**config.mk**
```make
export PLATFORM = sky130hd
export DESIGN_NAME = im_fetch_ctrl
export DESIGN_NICKNAME = d
export VERILOG_FILES = /design/src/rtl/cpu_pkg.sv /design/src/rtl/fetch_wait_counter.sv /design/src/rtl/im_fetch_ctrl.sv
export SDC_FILE = /design/constraint.sdc
export NUM_CORES = 1
export LEC_CHECK = 0
export CORE_MARGIN = 2
export CORE_UTILIZATION = 41
export DETAILED_ROUTE_END_ITERATION = 10
export PLACE_DENSITY_LB_ADDON = 0.2
export SETUP_SLACK_MARGIN = 0.4
export SLEW_MARGIN = 20
export SYNTH_ARGS = -nofsm -noshare
export SYNTH_HDL_FRONTEND = slang
export SYNTH_HIERARCHICAL = 1
export SYNTH_SLANG_ARGS = --single-unit
```
**constraint.sdc**
```tcl
create_clock -name CLK -period 2.1 [get_ports CLK]
set_clock_uncertainty 0.05 [all_clocks]
set_input_delay 0.21 -clock CLK [delete_from_list [all_inputs] [get_ports CLK]]
set_output_delay 0.21 -clock CLK [all_outputs]
set_load 0.02 [all_outputs]
```
**src/rtl/cpu_pkg.sv**
```systemverilog
// Shared fetch-sequencer definitions: state encoding, instruction size
// and the fetch address legality check.
package cpu_pkg;

    typedef enum logic [2:0] {
        S_ISSUE = 3'd0,
        S_WAIT  = 3'd1,
        S_LATCH = 3'd2,
        S_HOLD  = 3'd3,
        S_HALT  = 3'd4,
        S_FAULT = 3'd5
    } fetch_state_t;

    localparam logic [31:0] INSTR_BYTES = 32'd4;
    localparam int          CNT_W       = 4;

    // A fetch is illegal when misaligned or when the word would run past the IM.
    function automatic logic fetch_addr_bad(input logic [31:0] addr,
                                            input logic [31:0] last_ok);
        return (addr[1:0] != 2'b00) || (addr > last_ok);
    endfunction

endpackage

```
**src/rtl/fetch_wait_counter.sv**
```systemverilog
// Wait-state counter for the IM access: clear, count up, and flag the
// terminal count supplied by the fetch FSM.
module fetch_wait_counter
    import cpu_pkg::*;
#(
    parameter int W = CNT_W
) (
    input  logic         i_clk,
    input  logic         i_rst_n,
    input  logic         i_clear,
    input  logic         i_en,
    input  logic [W-1:0] i_tc_value,
    output logic         o_tc
);

    logic [W-1:0] r_count;

    // Count register: clear has priority over increment.
    always_ff @(posedge i_clk) begin
        if (!i_rst_n) begin
            r_count <= {W{1'b0}};
        end else if (i_clear) begin
            r_count <= {W{1'b0}};
        end else if (i_en) begin
            r_count <= r_count + {{(W-1){1'b0}}, 1'b1};
        end else begin
            r_count <= r_count;
        end
    end

    assign o_tc = (r_count == i_tc_value);

endmodule

```
**src/rtl/im_fetch_ctrl.sv**
```systemverilog
// Multi-cycle instruction fetch sequencer: owns the PC, drives the IM address,
// latches the fetched word into IR and hands it to decode over valid/ready.
module im_fetch_ctrl
    import cpu_pkg::*;
#(
    parameter logic [31:0] RESET_PC    = 32'h0000_0000,
    parameter int          IM_BYTES    = 101,
    parameter int          WAIT_CYCLES = 1
) (
    input  logic        CLK,
    input  logic        Reset,
    input  logic        halt,
    input  logic        redirect_valid,
    input  logic [31:0] redirect_pc,
    input  logic        ir_ready,
    input  logic [31:0] im_data,
    output logic [31:0] im_addr,
    output logic [31:0] ir,
    output logic        ir_valid,
    output logic [31:0] pc,
    output logic        fault
);

    localparam logic [31:0]      LAST_FETCH = 32'(IM_BYTES - 4);
    localparam logic [CNT_W-1:0] WAIT_TC    = CNT_W'(WAIT_CYCLES - 1);

    fetch_state_t r_state;
    fetch_state_t w_state_nxt;

    logic [31:0] r_pc, r_im_addr, r_ir;
    logic        r_ir_valid, r_fault;

    logic [31:0] w_pc_nxt, w_im_addr_nxt, w_ir_nxt;
    logic        w_ir_valid_nxt, w_fault_nxt;
    logic        w_cnt_clear, w_cnt_en, w_cnt_tc;
    logic        w_pc_bad;
    logic [31:0] w_pc_seq;

    fetch_wait_counter #(
        .W          (CNT_W)
    ) u_wait_cnt (
        .i_clk      (CLK),
        .i_rst_n    (Reset),
        .i_clear    (w_cnt_clear),
        .i_en       (w_cnt_en),
        .i_tc_value (WAIT_TC),
        .o_tc       (w_cnt_tc)
    );

    assign w_pc_bad = fetch_addr_bad(r_pc, LAST_FETCH);
    assign w_pc_seq = r_pc + INSTR_BYTES;

    // State and datapath registers; every output is driven from here.
    always_ff @(posedge CLK) begin
        if (!Reset) begin
            r_state    <= S_ISSUE;
            r_pc       <= RESET_PC;
            r_im_addr  <= RESET_PC;
            r_ir       <= 32'h0000_0000;
            r_ir_valid <= 1'b0;
            r_fault    <= 1'b0;
        end else begin
            r_state    <= w_state_nxt;
            r_pc       <= w_pc_nxt;
            r_im_addr  <= w_im_addr_nxt;
            r_ir       <= w_ir_nxt;
            r_ir_valid <= w_ir_valid_nxt;
            r_fault    <= w_fault_nxt;
        end
    end

    // Next-state and next-datapath decode; redirect outranks every other event.
    always_comb begin
        w_state_nxt    = r_state;
        w_pc_nxt       = r_pc;
        w_im_addr_nxt  = r_im_addr;
        w_ir_nxt       = r_ir;
        w_ir_valid_nxt = r_ir_valid;
        w_fault_nxt    = r_fault;
        w_cnt_clear    = 1'b0;
        w_cnt_en       = 1'b0;

        case (r_state)
            S_ISSUE: begin
                if (redirect_valid) begin
                    w_pc_nxt       = redirect_pc;
                    w_ir_valid_nxt = 1'b0;
                    w_state_nxt    = S_ISSUE;
                end else if (w_pc_bad) begin
                    w_fault_nxt    = 1'b1;
                    w_ir_valid_nxt = 1'b0;
                    w_state_nxt    = S_FAULT;
                end else begin
                    w_im_addr_nxt  = r_pc;
                    w_cnt_clear    = 1'b1;
                    w_state_nxt    = S_WAIT;
                end
            end
            S_WAIT: begin
                if (redirect_valid) begin
                    w_pc_nxt       = redirect_pc;
                    w_ir_valid_nxt = 1'b0;
                    w_state_nxt    = S_ISSUE;
                end else if (w_cnt_tc) begin
                    w_cnt_en       = 1'b1;
                    w_state_nxt    = S_LATCH;
                end else begin
                    w_cnt_en       = 1'b1;
                    w_state_nxt    = S_WAIT;
                end
            end
            S_LATCH: begin
                if (redirect_valid) begin
                    w_pc_nxt       = redirect_pc;
                    w_ir_valid_nxt = 1'b0;
                    w_state_nxt    = S_ISSUE;
                end else begin
                    w_ir_nxt       = im_data;
                    w_ir_valid_nxt = 1'b1;
                    w_state_nxt    = S_HOLD;
                end
            end
            S_HOLD: begin
                // A redirect alongside ir_ready still retires the IR; only the PC differs.
                if (redirect_valid) begin
                    w_pc_nxt       = redirect_pc;
                    w_ir_valid_nxt = 1'b0;
                    w_state_nxt    = S_ISSUE;
                end else if (r_ir_valid && ir_ready) begin
                    w_pc_nxt       = w_pc_seq;
                    w_ir_valid_nxt = 1'b0;
                    w_state_nxt    = halt ? S_HALT : S_ISSUE;
                end else begin
                    w_state_nxt    = S_HOLD;
                end
            end
            S_HALT: begin
                if (redirect_valid) begin
                    w_pc_nxt       = redirect_pc;
                    w_state_nxt    = S_HALT;
                end else if (!halt) begin
                    w_state_nxt    = S_ISSUE;
                end else begin
                    w_state_nxt    = S_HALT;
                end
            end
            S_FAULT: begin
                w_fault_nxt    = 1'b1;
                w_ir_valid_nxt = 1'b0;
                w_state_nxt    = S_FAULT;
            end
            default: begin
                w_fault_nxt    = 1'b1;
                w_ir_valid_nxt = 1'b0;
                w_state_nxt    = S_FAULT;
            end
        endcase
    end

    assign im_addr  = r_im_addr;
    assign ir       = r_ir;
    assign ir_valid = r_ir_valid;
    assign pc       = r_pc;
    assign fault    = r_fault;

endmodule

```
# After elaboration in Yosys (flattened, before gate mapping)
# Index checks and enable logic that the tools add are counted.
# totals
ff_bits	105
in_bits	69
out_inout_bits	98
word_cells	67
# op_classes
add_sub_neg	2
magnitude_cmp	1
n_eq_ne	10
mux	28
n_bitwise	5
reduce_logical	14
# ops
operator	count
two-way mux 32 bit	3
one-hot mux 32 bit (2 select lines)	1
adder 32 x 3 -> 32 bit (second input constant)	1
greater-than comparator 32 x 7 -> 1 bit (second input constant)	1
two-way mux 3 bit	6
one-hot mux 3 bit (5 select lines)	1
two-way mux 1 bit	12
AND reduction 3 bit	3
OR reduction 4 bit	2
== test 3 x 2 -> 1 bit (second input constant)	2
two-way mux 2 bit	3
inequality test 2 bit (second input constant)	3
inequality test 3 bit (second input constant)	2
NOT 1 bit	5
one-hot mux 1 bit (5 select lines)	1
adder 4 x 1 -> 4 bit (second input constant)	1
zero test 4 bit	1
AND reduction 4 bit	1
nonzero test 2 bit	2
== test 3 x 1 -> 1 bit (second input constant)	1
== test 3 bit (second input constant)	1
zero test 3 bit	1
inequality test 2 x 1 -> 1 bit (second input constant)	1
one-hot mux 1 bit (2 select lines)	1
other kinds (4)	4

# Longest topological paths before layout
# depth
depth_word	6
ltp_mapped	8
mapped_depth_nobuf	7

# Hierarchy
# Netlist, hierarchy kept.
# by_module_without_submodules
mod	instances	cells_per_inst	area_per_inst_um2	seq_area_each_um2
im_fetch_ctrl	1	539	4468.0	2021.9
fetch_wait_counter	1	22	221.5	80.1

# Least setup slack after synthesis
# No wires, ideal clock.
# synth_path
path_kind	register -> register
startpoint	reg r_pc[2] (netlist: pc[2])
endpoint	reg r_pc[24] (netlist: pc[24])
setup_time_ns	0.120
t_arrival_ns	2.071
required_time_ns	1.930
slack_ns	-0.140
path_stages_with_launch	7
path_buffers	0
period_less_slack_ns	2.240
path_cell_list	dfxtp_1 > ha_1 > nand4_1 > nor4_4 > nand2_1 > and3_1 > o31a_1
# synth_between
elab_chain_len	4
# synth_rtl
element	line_no	text
start: declaration	im_fetch_ctrl.sv:30	logic [31:0] r_pc, r_im_addr, r_ir;
start signal: assignment	im_fetch_ctrl.sv:64	r_pc <= w_pc_nxt;
adder 32 x 3 -> 32 bit	im_fetch_ctrl.sv:51	assign w_pc_seq = r_pc + INSTR_BYTES;
two-way mux 32 bit	im_fetch_ctrl.sv:129	end else if (r_ir_valid && ir_ready) begin
two-way mux 32 bit	im_fetch_ctrl.sv:125	if (redirect_valid) begin
one-hot mux 32 bit (2 select lines)	im_fetch_ctrl.sv:83	case (r_state)
# No other way between the ends. The select of a mux whose other input is x is not followed.
# A chain may end at the register's enable or synchronous reset.

# Worst setup path in the final report
# layout_path
startpoint	reg r_pc[3] (netlist: pc[3])
endpoint	reg r_pc[24] (netlist: pc[24])
# The elaborated chain is that of the path after synthesis.

==> impl_metrics.env <==
export IMPL_status="finished, final reports clean"
export IMPL_dp_cells=860
export IMPL_grt_usage=0.239
export IMPL_insertion_delay_ns=0.35
export IMPL_synth_flop_cell="dfxtp_1"
export IMPL_crit_path_start_kind="register"
export IMPL_globalplace_congestion=0.871
export IMPL_rsz0062_at_grt="yes"
export IMPL_timing_rr_start="pc[3]"
export IMPL_io_pins=167
export IMPL_cp_slowest_cell="dfxtp_4"
export IMPL_dieArea_um2=12300
export IMPL_cts_tree="yes"
export IMPL_async_reset_ff_frac=0
export IMPL_hold_violations=0
export IMPL_ant_nets=0
export IMPL_ir_drop_mv=0.455
export IMPL_crit_path_frequent_cell="buf_6"
export IMPL_dpl_hpwl_mm=9.95
export IMPL_finalCritPeriodShare=0.957
export IMPL_die_h_um=111
export IMPL_port_buffers=166
export IMPL_tightest_slew_ns=0.587
export IMPL_totalWireLength_mm=16.0
export IMPL_cts_made_buffers=9
export IMPL_setup_slack_ns=0.0910
export IMPL_worst_ep_required_time_ns=2.29
export IMPL_fin_cells=931
export IMPL_vias_per_cell=5.59
export IMPL_fin_tns_setup_ns=0
export IMPL_route_detailed_wl_per_inst_um=17.1
export IMPL_final_common_cell="clkdlybuf4s50_1"
export IMPL_synth_seq_cells=105
export IMPL_end_kind="register"
export IMPL_syn_to_final_growth_pct=69.0
export IMPL_htreeDepth=3
export IMPL_hp_class="in -> reg"
export IMPL_setup_viol=0
export IMPL_initialDrtViolationCount=296
export IMPL_rows=39
export IMPL_ctsLongestPathBuffers=2
export IMPL_drtPass1Iterations=5
export IMPL_holdPathStages=3
export IMPL_die_w_um=111
export IMPL_yosysSeqAreaShare=0.448
export IMPL_maxCapViolations=0
export IMPL_yosysUniqueCellTypes=64
export IMPL_netlist_area_um2=4690
export IMPL_vias=5200
export IMPL_max_slew_margin=0.609
export IMPL_final_util=0.703
export IMPL_power_leakage_uw=0.00312
export IMPL_grt_ovfl_total=0
export IMPL_critical_path_startpoint="pc[3]"
export IMPL_yosys_warnings=6
export IMPL_path_clk_slew_ns=0.07
export IMPL_power_density_nw_per_um2=595
export IMPL_drive_above_1_share=0.269
export IMPL_clkSinkCount=105
export IMPL_drc=0
export IMPL_mostFrequentLayoutCells="148 x clkdlybuf4s50_1, 103 x nand2_1, 79 x dfxtp_1"
export IMPL_cts_root_buf="clkbuf_16"
export IMPL_dp_slack_ns=-0.00319
export IMPL_synthCells=561
export IMPL_rrSetupSlack_ns=0.09
export IMPL_rr_worst_depth=9
export IMPL_synth_edf_count=0
export IMPL_grt_pass1_wl_mm=24.3
export IMPL_cts_hold_fix_buffers=0
export IMPL_syn_area_per_cell_um2=8.36
export IMPL_path_cells="buf_6, ha_4, nand4_1, buf_4, nor4_4, buf_6, nand2_2, and3_4, o31a_1"
export IMPL_nNetsFinal=856
export IMPL_clock_fmax_mhz=498
export IMPL_fillers=849
export IMPL_final_max_slew_viol_count=0
export IMPL_antenna_found_initial=0
export IMPL_worst_path_stages=9
export IMPL_n_antenna_cell=0
export IMPL_worst_path_buf_inv=3
export IMPL_cp_top_family="simple AND/OR/NAND/NOR gates"
export IMPL_grt_pass1_vias=4927
export IMPL_fin_crit_ns=2.01
export IMPL_cp_slowest_stage_delay_ns=0.38
export IMPL_cp_max_fo=8
export IMPL_grt_max_degree=51
export IMPL_core_area_um2=11300
export IMPL_critPathArrivalTime_ns=2.20
export IMPL_criticalPathCategory="reg -> reg"
export IMPL_start_util=0.416
export IMPL_hp_start="im_data[11]"
==> power breakdown <==
part | switching [uW] | leakage [uW] | internal [uW]
clock | 776 | 0.000137 | 882
sequential | 120 | 0.000866 | 2060
combinational | 416 | 0.00212 | 463
==> registers in the layout, summed over array words and instances, names as in the netlist <==
register and count:
ir_valid 1, r_state 3, pc 32, ir 32, u_wait_cnt/r_count 4, im_addr 32
fault 1
==> through the flow <==
step                hold WS (ns)  total power, uW  area (um^2)
floorplan                  0.291             2560         4850
global placement           0.391             2890         6750
detailed placement         0.398             2900         6750
CTS                        0.343             4660         7520
global route               0.351             4870         7930
finish                     0.355             4720         7930
==> worst register-to-register path, stage by stage (launching register included) <==
cell,delay [ns]
dfxtp_4,0.38
buf_6,0.12
ha_4,0.16
nand4_1,0.15
buf_4,0.19
nor4_4,0.18
buf_6,0.19
nand2_2,0.06
and3_4,0.16
o31a_1,0.26
==> logic make-up after synthesis <==
group,after synthesis,share of synthesized area
AO/OA/AOI/OAI,137,0.187
buffers and inverters,48,0.0496
adder cells (fa/ha/maj),4,0.0107
flip-flops,105,0.448
XOR/XNOR,5,0.00934
other,1,0.000800
AND/OR/NAND/NOR,255,0.280
multiplexers,6,0.0136
==> routing by layer <==
| metal | vias to the layer above | wire length, um | part of all wire | global-route usage |
|---|---|---|---|---|
| met3 | 35 | 1440 | 0.090 | 0.0705 |
| met5 | - | 0 | 0 | 0 |
| met2 | 243 | 7740 | 0.49 | 0.404 |
| li1 | 2440 | - | - | - |
| met1 | 2482 | 6450 | 0.40 | 0.292 |
| met4 | 0 | 325 | 0.020 | 0.0758 |
==> cell usage after synthesis (2+ instances only) <==
master | n | area (um^2)
a311oi_1 | 3 | 26.3
nor4_1 | 10 | 62.6
nand4_1 | 14 | 87.6
o21ai_0 | 21 | 105
o221a_2 | 2 | 22.5
ha_1 | 4 | 50.1
a21o_1 | 6 | 45.0
mux2i_1 | 3 | 30.0
buf_6 | 2 | 22.5
nand3_1 | 25 | 125
a22oi_1 | 6 | 45.0
a211oi_1 | 6 | 45.0
buf_4 | 4 | 30.0
nor2_1 | 29 | 109
clkbuf_1 | 21 | 78.8
nand4_4 | 2 | 42.5
and2_1 | 30 | 188
nor4_4 | 3 | 63.8
a22o_1 | 5 | 43.8
o22ai_1 | 3 | 18.8
dfxtp_1 | 105 | 2100
and3_1 | 5 | 31.3
inv_1 | 7 | 26.3
buf_2 | 10 | 50.1
o311ai_1 | 3 | 26.3
o221a_1 | 2 | 22.5
a31oi_1 | 6 | 37.5
or3_1 | 4 | 25.0
a221oi_1 | 2 | 17.5
nand3b_1 | 4 | 30.0
a2bb2oi_1 | 2 | 17.5
mux2_2 | 3 | 33.8
nand2_1 | 106 | 398
nor3_1 | 12 | 60.1
xor2_1 | 4 | 35.0
a21oi_1 | 56 | 280
nand2b_1 | 4 | 25.0
==> worst paths after layout <==
check / to
setup / recovery: pc[24]
hold / removal: ir[11]
setup reg to reg: pc[24]
hold reg to reg: ir[0]
==> area by class of cell <==
type / count / area (um^2) / area share
Clock inverter: 5 / 37.5 / 0.00474
Multi-Input combinational cell: 414 / 2810 / 0.354
Sequential cell: 105 / 2170 / 0.274
Timing Repair Buffer: 245 / 2450 / 0.309
Clock buffer: 11 / 254 / 0.0320
Tap cell: 143 / 179 / 0.0226
Inverter: 8 / 30.0 / 0.00379
==> what timing repair did <==
item / 4_1_cts / 5_1_grt
hold endpoints to repair: 0 / 0
buffers inserted: 33 / 16
gates cloned: 3 / 3
gates resized for setup: 53 / 75
pin swaps: 26 / 33
setup endpoints to repair: 67 / 83
Note: power is estimated with default switching activity, not from simulation.
